**config.mk**
```make
export PLATFORM = sky130hd
export DESIGN_NAME = adv7513_video_timing
export DESIGN_NICKNAME = d
export VERILOG_FILES = /design/src/rtl/adv7513_video_timing.sv
export SDC_FILE = /design/constraint.sdc
export NUM_CORES = 1
export LEC_CHECK = 0
export BUFFER_PORTS_ARGS = -buffer_cell sky130_fd_sc_hd__buf_2
export CAP_MARGIN = 10
export CORE_MARGIN = 2
export CORE_UTILIZATION = 45
export DETAILED_ROUTE_END_ITERATION = 16
export GPL_ROUTABILITY_DRIVEN = 0
export PLACE_DENSITY = 0.68
export SLEW_MARGIN = 40
export SYNTH_ARGS = -nofsm -noshare
export SYNTH_HDL_FRONTEND = slang
export SYNTH_SLANG_ARGS = --single-unit
```
**constraint.sdc**
```tcl
create_clock -name clk -period 1.73 [get_ports clk]
set_input_delay 0.346 -clock clk [delete_from_list [all_inputs] [get_ports clk]]
set_output_delay 0.346 -clock clk [all_outputs]
set_load 0.03 [all_outputs]
```
**src/rtl/adv7513_video_timing.sv**
```systemverilog
// Raster timing generator and pixel bus driver for the ADV7513 HDMI transmitter.
// Pulls pixels over ready/valid and substitutes black (flagging underflow) when the source is late.
module adv7513_video_timing #(
  parameter int unsigned H_ACTIVE = 1280,
  parameter int unsigned H_FP     = 110,
  parameter int unsigned H_SYNC   = 40,
  parameter int unsigned H_BP     = 220,
  parameter int unsigned V_ACTIVE = 720,
  parameter int unsigned V_FP     = 5,
  parameter int unsigned V_SYNC   = 5,
  parameter int unsigned V_BP     = 20,
  parameter bit          HS_POL   = 1'b1,
  parameter bit          VS_POL   = 1'b1,
  parameter int unsigned PIX_W    = 24
) (
  input  logic             clk,
  input  logic             reset,
  input  logic             enable,
  input  logic [PIX_W-1:0] pix_data,
  input  logic             pix_valid,
  output logic             pix_ready,
  input  logic             clr_underflow,
  output logic             underflow,
  output logic             frame_start,
  output logic             hdmi_de,
  output logic             hdmi_hs,
  output logic             hdmi_vs,
  output logic [PIX_W-1:0] hdmi_d
);

  localparam int unsigned CNT_W   = 12;
  localparam int unsigned H_TOTAL = H_ACTIVE + H_FP + H_SYNC + H_BP;
  localparam int unsigned V_TOTAL = V_ACTIVE + V_FP + V_SYNC + V_BP;

  localparam logic [CNT_W-1:0] H_ACT_C  = CNT_W'(H_ACTIVE);
  localparam logic [CNT_W-1:0] V_ACT_C  = CNT_W'(V_ACTIVE);
  localparam logic [CNT_W-1:0] H_LAST   = CNT_W'(H_TOTAL - 1);
  localparam logic [CNT_W-1:0] V_LAST   = CNT_W'(V_TOTAL - 1);
  localparam logic [CNT_W-1:0] HS_START = CNT_W'(H_ACTIVE + H_FP);
  localparam logic [CNT_W-1:0] HS_END   = CNT_W'(H_ACTIVE + H_FP + H_SYNC);
  localparam logic [CNT_W-1:0] VS_START = CNT_W'(V_ACTIVE + V_FP);
  localparam logic [CNT_W-1:0] VS_END   = CNT_W'(V_ACTIVE + V_FP + V_SYNC);

  typedef enum logic {IDLE, RUN} state_t;

  state_t           state;
  logic [CNT_W-1:0] h_cnt;
  logic [CNT_W-1:0] v_cnt;
  logic             run_c;
  logic             hs_win_c;
  logic             vs_win_c;
  logic             origin_c;

  assign run_c     = (state == RUN);
  assign pix_ready = run_c && (h_cnt < H_ACT_C) && (v_cnt < V_ACT_C);
  assign hs_win_c  = run_c && (h_cnt >= HS_START) && (h_cnt < HS_END);
  assign vs_win_c  = run_c && (v_cnt >= VS_START) && (v_cnt < VS_END);
  assign origin_c  = run_c && (h_cnt == '0) && (v_cnt == '0);

  // Raster FSM; enable is only sampled at the last pixel so frames always complete
  always_ff @(posedge clk or negedge reset) begin
    if (!reset) begin
      state <= IDLE;
      h_cnt <= '0;
      v_cnt <= '0;
    end else begin
      case (state)
        IDLE: begin
          h_cnt <= '0;
          v_cnt <= '0;
          if (enable) state <= RUN;
        end
        RUN: begin
          if (h_cnt == H_LAST) begin
            h_cnt <= '0;
            if (v_cnt == V_LAST) begin
              v_cnt <= '0;
              if (!enable) state <= IDLE;
            end else begin
              v_cnt <= v_cnt + CNT_W'(1);
            end
          end else begin
            h_cnt <= h_cnt + CNT_W'(1);
          end
        end
        default: begin
          state <= IDLE;
          h_cnt <= '0;
          v_cnt <= '0;
        end
      endcase
    end
  end

  // Output stage, one cycle behind the counters; late pixels become black
  always_ff @(posedge clk or negedge reset) begin
    if (!reset) begin
      hdmi_de     <= 1'b0;
      hdmi_hs     <= ~HS_POL;
      hdmi_vs     <= ~VS_POL;
      hdmi_d      <= '0;
      frame_start <= 1'b0;
      underflow   <= 1'b0;
    end else begin
      hdmi_de     <= pix_ready;
      hdmi_hs     <= hs_win_c ? HS_POL : ~HS_POL;
      hdmi_vs     <= vs_win_c ? VS_POL : ~VS_POL;
      hdmi_d      <= (pix_ready && pix_valid) ? pix_data : '0;
      frame_start <= origin_c;
      if (pix_ready && !pix_valid) begin
        underflow <= 1'b1;
      end else if (clr_underflow) begin
        underflow <= 1'b0;
      end
    end
  end

endmodule

```
Yosys cells after proc, flatten, opt, wreduce, memory -nomap -nowiden
Index checks and enable logic that the tools add are counted.
Widths: inputs -> output; s select.
Word-level totals
  output and inout bits: 30
  register bits after elaboration: 54
  latch bits: 0
  bits in writable memories: 0
  word-level logic and storage cells: 49
  memories: 0
  input port bits: 29
  ROM bits: 0
Operators by class
  eq/ne operators: 3
  reductions and logical operators: 14
  bitwise gates (word level): 1
  $add $sub $neg: 2
  $mul: 0
  div/mod/pow operators: 0
  muxes and demuxes: 14
  order comparisons: 6
  shift operators: 0
Operator list (number)
  $pmux 12 s2: 2
  $mux 12: 3
  $add 12x1->12 const B: 2
  $logic_not 12->1: 2
  $lt 12x10->1 const B: 2
  $lt 12x11->1 const B: 2
  $mux 24: 1
  $eq 12x10->1 const B: 1
  $eq 12x11->1 const B: 1
  $ge 12x10->1 const B: 1
  $ge 12x11->1 const B: 1
  $logic_and 1x1->1: 10
  $mux 1: 7
  $ne 2x1->1 const B: 1
  $pmux 1 s2: 1
  $reduce_bool 2->1: 1
  $logic_not 1->1: 1
  $not 1->1: 1

Depth between registers and ports, before layout
Gate-level depths: netlist (run 1).
  depth after elaboration: 5
  gate-level depth with buffers: 7
  mapped depth without buffers: 6

Worst setup path after synthesis (run 1)
OpenSTA, ideal clock, no wires.
  kind: register to register
  start: reg h_cnt[2]
  end: reg state, in the netlist run_c
  setup time: 131 ps
  data arrival time: 1705 ps
  buffers on the path: 1
  data required time: 1599 ps
  cell stages (with the launch flop): 5
  clock period less this slack: 1836 ps
  slack: -106 ps
  cell sequence: dfrtp_1 buf_6 or4_4 o31a_1 or3_1
On the way
  longest elaborated chain between the ends: 3
RTL lines
  from (decl): RTL line 47  | logic [CNT_W-1:0] h_cnt;
  from (signal assigned): RTL line 83  | h_cnt <= h_cnt + CNT_W'(1);
  $eq 12x11->1: RTL line 74  | if (h_cnt == H_LAST) begin
  $mux 1: RTL line 74
  $pmux 1 s2: RTL line 67  | case (state)
  to (signal assigned): RTL line 63  | state <= IDLE;
  to (signal assigned): RTL line 71  | if (enable) state <= RUN;
  to (signal assigned): RTL line 78  | if (!enable) state <= IDLE;
  to (decl): RTL line 46  | state_t state;
No other way between the ends.
A chain may end at the register's enable or synchronous reset.

Final worst setup path (run 1)
  start: reg v_cnt[8]
  end: out pix_ready
On the way
  longest elaborated chain between the ends: 2
RTL lines
  from (decl): RTL line 48  | logic [CNT_W-1:0] v_cnt;
  from (signal assigned): RTL line 80  | v_cnt <= v_cnt + CNT_W'(1);
  $lt 12x10->1: RTL line 55  | assign pix_ready = run_c && (h_cnt < H_ACT_C) && (v_cnt < V_ACT_C);
  $logic_and 1x1->1: RTL line 55
  to (decl): RTL line 21  | output logic pix_ready,
No other way between the ends.

==> flow_metrics.py, run 1 <==
metrics = {
    "synthesis": {
        "syn_area_um2": 2500,
        "synth.net_count": 270,
        "synth_edf_count": 0,
        "synth-seq-area-share_pct": 54.0,
        "synth_warnings": 0,
        "synth-main-ff-cell": "dfrtp_1",
        "synth_seq_cells": 54,
        "syn_inst": 234,
        "synthArstFlopShare_pct": 100,
        "avgSynthCellArea_um2": 10.7,
        "netlist-cell-type-count": 43,
    },
    "floorplan": {
        "num_io_pins": 59,
        "num_rows": 27,
        "initial_core_util_pct": 46.0,
        "core_area_um2": 5440,
        "die_w_um": 78.6,
        "dieHeight_um": 78.6,
        "die_area_um2": 6180,
    },
    "drt": {
        "wl_per_cell_um": 14.7,
        "first_iter_violations": 201,
        "avgViaCountPerCell": 5.25,
        "drcViolationCount": 0,
        "first_pass_iters": 4,
        "routed_wl_um": 6050,
        "num_vias": 2170,
        "ant_nets": 0,
    },
    "timing": {
        "layout_setup_ws_ns": -0.287,
        "holdWs_ns": -0.00590,
        "hold_viol": 6,
        "tightest_slew_ns": 0.696,
        "grt_setup_unrepaired": "true",
        "setup_tns_ns": -6.66,
        "fin_worst_skew_ns": 0.00768,
        "fin_crit_sh_pct": 117,
        "fmax_mhz": 496,
        "max-slew-margin-rel_pct": 53.5,
        "slew_viol_final": 0,
        "fin_crit_ns": 2.02,
        "setup-violations-final": 49,
    },
    "worst_setup_path": {
        "rr_endpoint": "run_c$_DFF_PN0_",
        "reg2reg_from": "v_cnt[8]$_DFFE_PN0P_",
        "startpoint_type": "register",
        "r2r_setup_slack_ns": -0.26,
        "cp.required_ns": 1.38,
        "worstPathArrival_ns": 1.67,
        "cp_max_fo": 2,
        "reg2reg_depth": 5,
        "worst-setup-path-type": "register to output port",
        "worstSetupEndpointType": "output port",
    },
    "finish": {
        "nNetsFinal": 376,
        "area_growth_pct": 42.0,
        "fin_util_pct": 65.4,
        "diodes": 0,
        "layout-drive-gt1-share_pct": 45.2,
    },
    "clock_network": {
        "root_buffer": "clkbuf_8",
        "clock_path_buffers": 2,
        "clkLatencyLatePin_ns": 0.31,
        "cts_buffers": 5,
        "cts.sinks": 54,
        "ctsHtreeMaxLevel": 2,
        "path_clk_slew_ns": 0.10,
        "tritoncts": "built",
    },
    "pwr": {
        "power_density_nw_per_um2": 838,
        "p_total_uw": 2980,
        "p_leak_uw": 0.00171,
        "max-vdd-ir-drop_v": 0.000716,
    },
    "placed_design": {
        "numPortBuffers": 58,
        "hpwl_um": 3920,
    },
    "run": {
        "cap_violations": 0,
    },
    "global_routing": {
        "use_met1_pct": 24.5,
        "grtUsageMet2_pct": 35.0,
        "grt_pass1_vias": 2114,
        "grt_use_total_pct": 20.1,
        "antenna_found_initial": 0,
        "grt_max_degree": 55,
        "overflow": 0,
        "grt_pass1_wl_um": 9600,
        "met3_usage_pct": 4.71,
        "busiest_layer": "met2",
    },
    "status": {
        "status": "finished, violations left",
        "violations": "hold timing, setup timing",
    },
    "worst_hold_path": {
        "hp-class": "input pin to async pin",
    },
}
[critical path: stages, from the launching register on]
cell	delay (ns)
dfrtp_1	0.40
or4b_4	0.56
nor3_4	0.19
nor2_2	0.07
buf_6	0.14
[cells in the mapped netlist, types with 2 or more instances]
cell type  instances  share of area (%)
nand3_1           16                3.2
nand2_1           13                1.9
dfrtp_1           54                 54
o311ai_2           4                2.6
o31ai_1            2               0.60
nor4_1             6                1.5
nand4_1            5                1.2
nand4b_1           4                1.4
clkbuf_1           6               0.90
or3_1              5                1.2
and2_1            25                6.2
buf_6              2               0.90
o21ai_0            7                1.4
inv_1             12                1.8
a21oi_1            4               0.80
o2bb2ai_1          2               0.70
a31oi_1            4                1.0
xnor2_1            8                2.8
nor3_1             6                1.2
o31a_1             2               0.70
nor2_1            16                2.4
or2_2              2               0.50
nand2b_1           3               0.75
ha_1               7                3.5
[cell usage in the layout, fill, tap and decap left out, types with 4 or more instances in the layout]
cell	n
nand3_1	13
o21ai_1	4
xnor2_1	8
ha_1	7
nand2_1	10
nor4_1	6
and2_1	24
nor2_4	6
nor3_1	6
inv_1	12
a31oi_1	4
buf_6	4
nand4_1	5
clkbuf_8	6
o311ai_2	4
buf_4	42
nor2_1	7
or3_1	5
dfrtp_1	54
buf_2	57
nand4b_1	4
[report_power, final]
part / internal (uW) / total, uW / switching (uW) / leakage, uW
Sequential: 1370 / 1440 / 73.7 / 0.000701
Combinational: 360 / 777 / 418 / 0.000965
Clock: 330 / 758 / 427 / 0.0000478
Total: 2060 / 2980 / 919 / 0.00171
[repair_timing]
item                       4_1_cts  5_1_grt
gates cloned                     2        1
pin swaps                       11       11
resized for setup               17       30
buffers inserted                 4        7
setup endpoints to repair       49       50
hold buffers                     0        0
[metrics by stage]
step	hold slack, ns	worst slack (ns)	area (um2)	instances
after floorplan	0.0504	-0.0647	2500	234
after global placement	0.361	-0.203	3120	391
after detailed placement	0.365	-0.239	3130	391
after CTS	0.0168	-0.309	3360	405
after global routing	0.0206	-0.358	3560	413
final	-0.00590	-0.287	3560	413
[worst max-delay path by stage]
stage / endpoint / startpoint / cells after the start / slack (ns)
global placement: hdmi_d[9]$_DFF_PN0_ / v_cnt[4]$_DFFE_PN0P_ / 4 / -0.20
finish: pix_ready / v_cnt[8]$_DFFE_PN0P_ / 4 / -0.29
detailed placement: pix_ready / v_cnt[10]$_DFFE_PN0P_ / 4 / -0.24
CTS: pix_ready / v_cnt[8]$_DFFE_PN0P_ / 4 / -0.31
floorplan: run_c$_DFF_PN0_ / h_cnt[8]$_DFF_PN0_ / 3 / -0.06
global route: pix_ready / v_cnt[8]$_DFFE_PN0P_ / 4 / -0.36
[area by class of cell]
| type | count | area (um2) |
|---|---|---|
| timing repair buffer | 107 | 731 |
| multi-input combinational | 160 | 1240 |
| inverter | 12 | 45.0 |
| sequential | 54 | 1350 |
| clock buffer | 6 | 82.6 |
| tap | 72 | 90.1 |
| clock inverter | 2 | 16.3 |
| fill | 442 | 1880 |
[layer usage]
metal / vias up / wire length (um)
met4: 0 / 148
met3: 19 / 289
met2: 68 / 3210
met1: 1056 / 2410
li1: 1027 / -
met5: - / 0
[cell families after synthesis]
kind of cell,Yosys count,synth area share [%]
AND/OR/NAND/NOR,110,25.2
flip-flops,54,54.0
AO/OA/AOI/OAI,32,10.1
buffers and inverters,22,4.00
XOR/XNOR,9,3.15
adder cells (fa/ha/maj),7,3.50
[sequential cells by signal (all words and copies together) (netlist names)]
signal / count
v_cnt: 12
frame_start: 1
hdmi_vs: 1
hdmi_hs: 1
hdmi_de: 1
hdmi_d: 24
h_cnt: 12
run_c: 1
underflow: 1
Note: power is estimated with default switching activity, not from simulation.
==> run 2, diff against run 1 <==
Clock period 1.73 ns to 1.8 ns, I/O delays scaled along.
==> run 2 against run 1 <==
  * The run ends with setup timing left
  * Combinational power fell by 18%
  * Critical endpoint unchanged
  * Worst hold slack better by 0.029 ns
  * Final cell count down 3.6%
==> flow_metrics.py, run 2 (synthesis results as in run 1) <==
metrics = {
    "status": {
        "status": "finished, violations left",
        "violations": "setup timing",
    },
    "floorplan": {
        "num_io_pins": 59,
        "die_w_um": 78.6,
        "num_rows": 27,
        "dieHeight_um": 78.6,
        "initial_core_util_pct": 46.0,
        "die_area_um2": 6180,
        "core_area_um2": 5440,
    },
    "pwr": {
        "p_leak_uw": 0.00157,
        "power_density_nw_per_um2": 860,
        "max-vdd-ir-drop_v": 0.000666,
        "p_total_uw": 2830,
    },
    "worst_setup_path": {
        "cp_top_family": "simple AND/OR/NAND/NOR gates",
        "crit_start": "v_cnt[8]$_DFFE_PN0P_",
        "cp_num_buf_inv": 1,
        "worstPathArrival_ns": 1.65,
        "cp.required_ns": 1.44,
        "worst-setup-path-type": "register to output port",
        "worstPathCellList": "or4b_4, nor3_4, nor2_2, buf_6",
        "cp_slowest_cell": "or4b_4",
        "worstSetupEndpointType": "output port",
        "cp_max_fo": 2,
        "startpoint_type": "register",
        "max_stage_delay_ns": 0.56,
        "reg2reg_from": "v_cnt[8]$_DFFE_PN0P_",
    },
    "drt": {
        "first_pass_iters": 4,
        "avgViaCountPerCell": 5.24,
        "routed_wl_um": 5930,
        "drcViolationCount": 0,
        "first_iter_violations": 211,
        "wl_per_cell_um": 14.9,
        "num_vias": 2087,
        "ant_nets": 0,
    },
    "clock_network": {
        "path_clk_slew_ns": 0.10,
        "cts_buffers": 5,
        "cts.sinks": 54,
        "tritoncts": "built",
        "clock_path_buffers": 2,
        "ctsHtreeMaxLevel": 2,
        "root_buffer": "clkbuf_8",
        "hold_buffers": 0,
        "clkLatencyLatePin_ns": 0.31,
    },
    "timing": {
        "setup-violations-final": 37,
        "max-slew-margin-rel_pct": 68.7,
        "fin_crit_ns": 2.01,
        "tightest_slew_ns": 0.465,
        "hold_viol": 0,
        "fin_crit_sh_pct": 112,
        "layout_setup_ws_ns": -0.213,
        "slew_viol_final": 0,
        "setup_tns_ns": -2.07,
        "grt_setup_unrepaired": "true",
        "fmax_mhz": 497,
        "fin_worst_skew_ns": 0.00807,
    },
    "global_routing": {
        "antenna_found_initial": 0,
        "overflow": 0,
        "grt_pass1_wl_um": 9520,
        "grt_pass1_vias": 2073,
        "grt_use_total_pct": 19.6,
        "grt_max_degree": 55,
    },
    "finish": {
        "top_register": "hdmi_d",
        "largest_reg_flops": 24,
        "layout-drive-gt1-share_pct": 36.2,
        "nFillCells": 448,
        "final_common_cell": "buf_2",
        "final_cell_mix": "buf_2, dfrtp_1, buf_4, and2_1, nand3_1",
        "largestRegisters": "hdmi_d (24), h_cnt (12), v_cnt (12)",
        "area_growth_pct": 31.4,
        "fin_util_pct": 60.5,
        "nNetsFinal": 362,
        "diodes": 0,
    },
    "placed_design": {
        "numPortBuffers": 58,
        "place_ws_ns": -0.0538,
        "hpwl_um": 3990,
    },
    "worst_hold_path": {
        "hp-class": "input pin to async pin",
    },
    "run": {
        "cap_violations": 0,
    },
}
-- run 2: changes by cell type in the layout (fill, tap and decap cells not counted), sizes merged --
cell / before / now
inv: 13 / 12
clkbuf: 7 / 6
buf: 106 / 92
bufinv: 0 / 1
clkinv: 0 / 1
clkinvlp: 1 / 0
-- run 2: timing repair --
action / in CTS / in global routing
hold endpoints to repair: 0 / 0
gates resized for setup: 5 / 7
setup endpoints to repair: 35 / 38
setup buffers: 2 / 2
gates cloned: 2 / 3
pin swaps: 7 / 2
-- run 2: per-layer routing --
layer	GRT usage [%]	part of all wire, %
met1	25.1	42
met2	32.2	52
met3	4.37	3.6
met4	7.89	2.3
met5	0	0
-- run 2: metrics by stage --
stage,instance area (um2),hold slack (ns),cells
floorplan,2500,0.0644,234
global placement,3060,0.376,382
detailed placement,3060,0.381,382
CTS,3220,0.0361,393
global route,3290,0.0451,398
finish,3290,0.0231,398
-- run 2: final cells by class --
class                      count  area [um2]  area share [%]
clock inverter                 2        38.8            1.18
clock buffer                   5        68.8            2.09
tap                           72        90.1            2.74
multi-input combinational    160        1100            33.4
sequential                    54        1350            41.1
timing repair buffer          93         598            18.2
inverter                      12        45.0            1.37
-- run 2: report_power, final --
group	leakage, uW	switching [uW]	internal, uW
logic	0.000813	360	279
registers	0.000701	59.7	1320
clock network	0.0000542	403	410
-- run 2: final timing paths --
| kind | to | slack [ns] | depth (start not counted) |
|---|---|---|---|
| worst max-delay path | pix_ready | -0.21 | 4 |
| worst min-delay path | v_cnt[6]$_DFFE_PN0P_ | 0.02 | 2 |
| worst max register to register | run_c$_DFF_PN0_ | -0.14 | 4 |
| worst min register to register | underflow$_DFFE_PN0P_ | 0.56 | 2 |
| max in group asynchronous | h_cnt[3]$_DFF_PN0_ | 1.54 | 2 |
| min in group clk | run_c$_DFF_PN0_ | 0.24 | 2 |
==> run 3, diff against run 2 <==
Settings changed: CORE_UTILIZATION 45 to 48, PLACE_DENSITY 0.68 to 0.72.
==> run 3 against run 2 <==
  * The run still ends with setup timing left
  * Global-route usage is 2.6 points higher
  * Combinational power down 4.9%
  * Worst setup slack lost 0.045 ns
  * Largest cell class unchanged
  * Final cell count rose by 1.8%
  * Sequential power barely moved
  * Register-to-register slack lost 0.09 ns
==> flow_metrics.py, run 3 (synthesis results as in run 1) <==
metrics = {
    "drt": {
        "routed_wl_um": 6080,
        "wl_per_cell_um": 15.0,
        "num_vias": 2139,
        "avgViaCountPerCell": 5.28,
        "first_iter_violations": 124,
        "first_pass_iters": 4,
        "drcViolationCount": 0,
        "ant_nets": 0,
    },
    "clock_network": {
        "cts_buffers": 5,
        "clock_path_buffers": 2,
        "clkLatencyLatePin_ns": 0.32,
        "tritoncts": "built",
        "path_clk_slew_ns": 0.10,
        "root_buffer": "clkbuf_8",
        "ctsHtreeMaxLevel": 2,
        "cts.sinks": 54,
    },
    "finish": {
        "final_cell_mix": "buf_2, dfrtp_1, buf_4, and2_1",
        "fin_util_pct": 66.9,
        "nNetsFinal": 370,
        "finalInstanceArea_um2": 3390,
        "layout-drive-gt1-share_pct": 38.5,
        "diodes": 0,
        "largestRegisters": "hdmi_d (24), h_cnt (12), v_cnt (12)",
        "final_common_cell": "buf_2",
        "area_growth_pct": 35.6,
        "top_register": "hdmi_d",
        "largest_reg_flops": 24,
    },
    "global_routing": {
        "grt_use_total_pct": 22.2,
        "met3_usage_pct": 3.08,
        "grt_max_degree": 35,
        "antenna_found_initial": 0,
        "use_met1_pct": 27.8,
        "grtUsageMet2_pct": 38.9,
        "grt_pass1_vias": 2195,
        "busiest_layer": "met2",
        "overflow": 0,
        "grt_pass1_wl_um": 10300,
    },
    "pwr": {
        "p_total_uw": 2750,
        "max-vdd-ir-drop_v": 0.000716,
        "p_leak_uw": 0.00166,
        "power_density_nw_per_um2": 810,
    },
    "floorplan": {
        "num_io_pins": 59,
        "core_area_um2": 5070,
        "die_area_um2": 5810,
        "dieHeight_um": 76.2,
        "initial_core_util_pct": 49.3,
        "num_rows": 26,
        "die_w_um": 76.2,
    },
    "placed_design": {
        "numPortBuffers": 58,
        "dpl_cell_area_um2": 3090,
        "hpwl_um": 4110,
        "place_ws_ns": -0.137,
    },
    "worst_setup_path": {
        "startpoint_type": "register",
        "worstPathCellList": "or4b_4, nor3_4, nor2_1, buf_4",
        "reg2reg_from": "v_cnt[11]$_DFFE_PN0P_",
        "worstPathArrival_ns": 1.70,
        "max_stage_delay_ns": 0.54,
        "cp.required_ns": 1.44,
        "worstSetupEndpointType": "output port",
        "cp_top_family": "simple AND/OR/NAND/NOR gates",
        "cp_slowest_cell": "or4b_4",
        "crit_start": "v_cnt[11]$_DFFE_PN0P_",
        "worst-setup-path-type": "register to output port",
        "cp_max_fo": 3,
        "cp_num_buf_inv": 1,
    },
    "timing": {
        "fin_worst_skew_ns": 0.00843,
        "fmax_mhz": 486,
        "hold_viol": 0,
        "tightest_slew_ns": 0.694,
        "slew_viol_final": 0,
        "layout_setup_ws_ns": -0.259,
        "setup-violations-final": 13,
        "fin_crit_sh_pct": 114,
        "max-slew-margin-rel_pct": 53.7,
        "fin_crit_ns": 2.06,
        "grt_setup_unrepaired": "true",
        "holdWs_ns": 0.222,
    },
    "worst_hold_path": {
        "hp-class": "input pin to register",
        "hold_start": "clr_underflow",
    },
    "status": {
        "violations": "setup timing",
        "status": "finished, violations left",
    },
    "run": {
        "cap_violations": 0,
    },
}
-- run 3: timing repair --
item,4_1_cts,5_1_grt
gates cloned,2,0
resized for setup,12,6
setup buffers,7,4
setup endpoints to repair,48,49
hold buffers,1,0
pin swaps,9,4
hold endpoints to repair,3,0
-- run 3: path summary, 6_finish.rpt --
check / slack, ns / cells past startpoint / endpoint
max in group asynchronous: 0.74 / 3 / hdmi_d[8]$_DFF_PN0_
setup reg to reg: -0.23 / 5 / run_c$_DFF_PN0_
min in group asynchronous: 0.51 / 2 / v_cnt[0]$_DFFE_PN0P_
setup / recovery: -0.26 / 4 / pix_ready
hold reg to reg: 0.53 / 2 / underflow$_DFFE_PN0P_
hold / removal: 0.22 / 2 / underflow$_DFFE_PN0P_
-- run 3: per-layer routing --
layer  share of wire, %  vias to the layer above
li1                   -                     1018
met1                 40                     1047
met2                 54                       64
met3                4.9                       10
met4                1.8                        0
met5                  0                        -
-- run 3: worst register-to-register path, cell delays in order, from the launching register on --
cell and delay, ns:
dfrtp_1 0.41, or4b_4 0.54, buf_4 0.15, buf_6 0.12, o31a_4 0.35, or3_1 0.33
-- run 3: cell type report --
type	instances	area, um2
well taps	70	87.6
repair buffers	101	651
clock inverters	2	16.3
multi-input cells	160	1160
fillers	406	1680
flip-flops and latches	54	1350
clock buffers	6	82.6
inverters	12	45.0
-- run 3: stage by stage --
stage	setup TNS (ns)	cells
floorplan	0	234
global placement	-2.79	384
detailed placement	-1.53	384
CTS	-2.08	402
global route	-5.17	405
finish	-1.57	405
-- run 3: report_power, final --
part	internal, uW	switching [uW]
logic	258	350
clock network	318	428
registers	1320	77.1
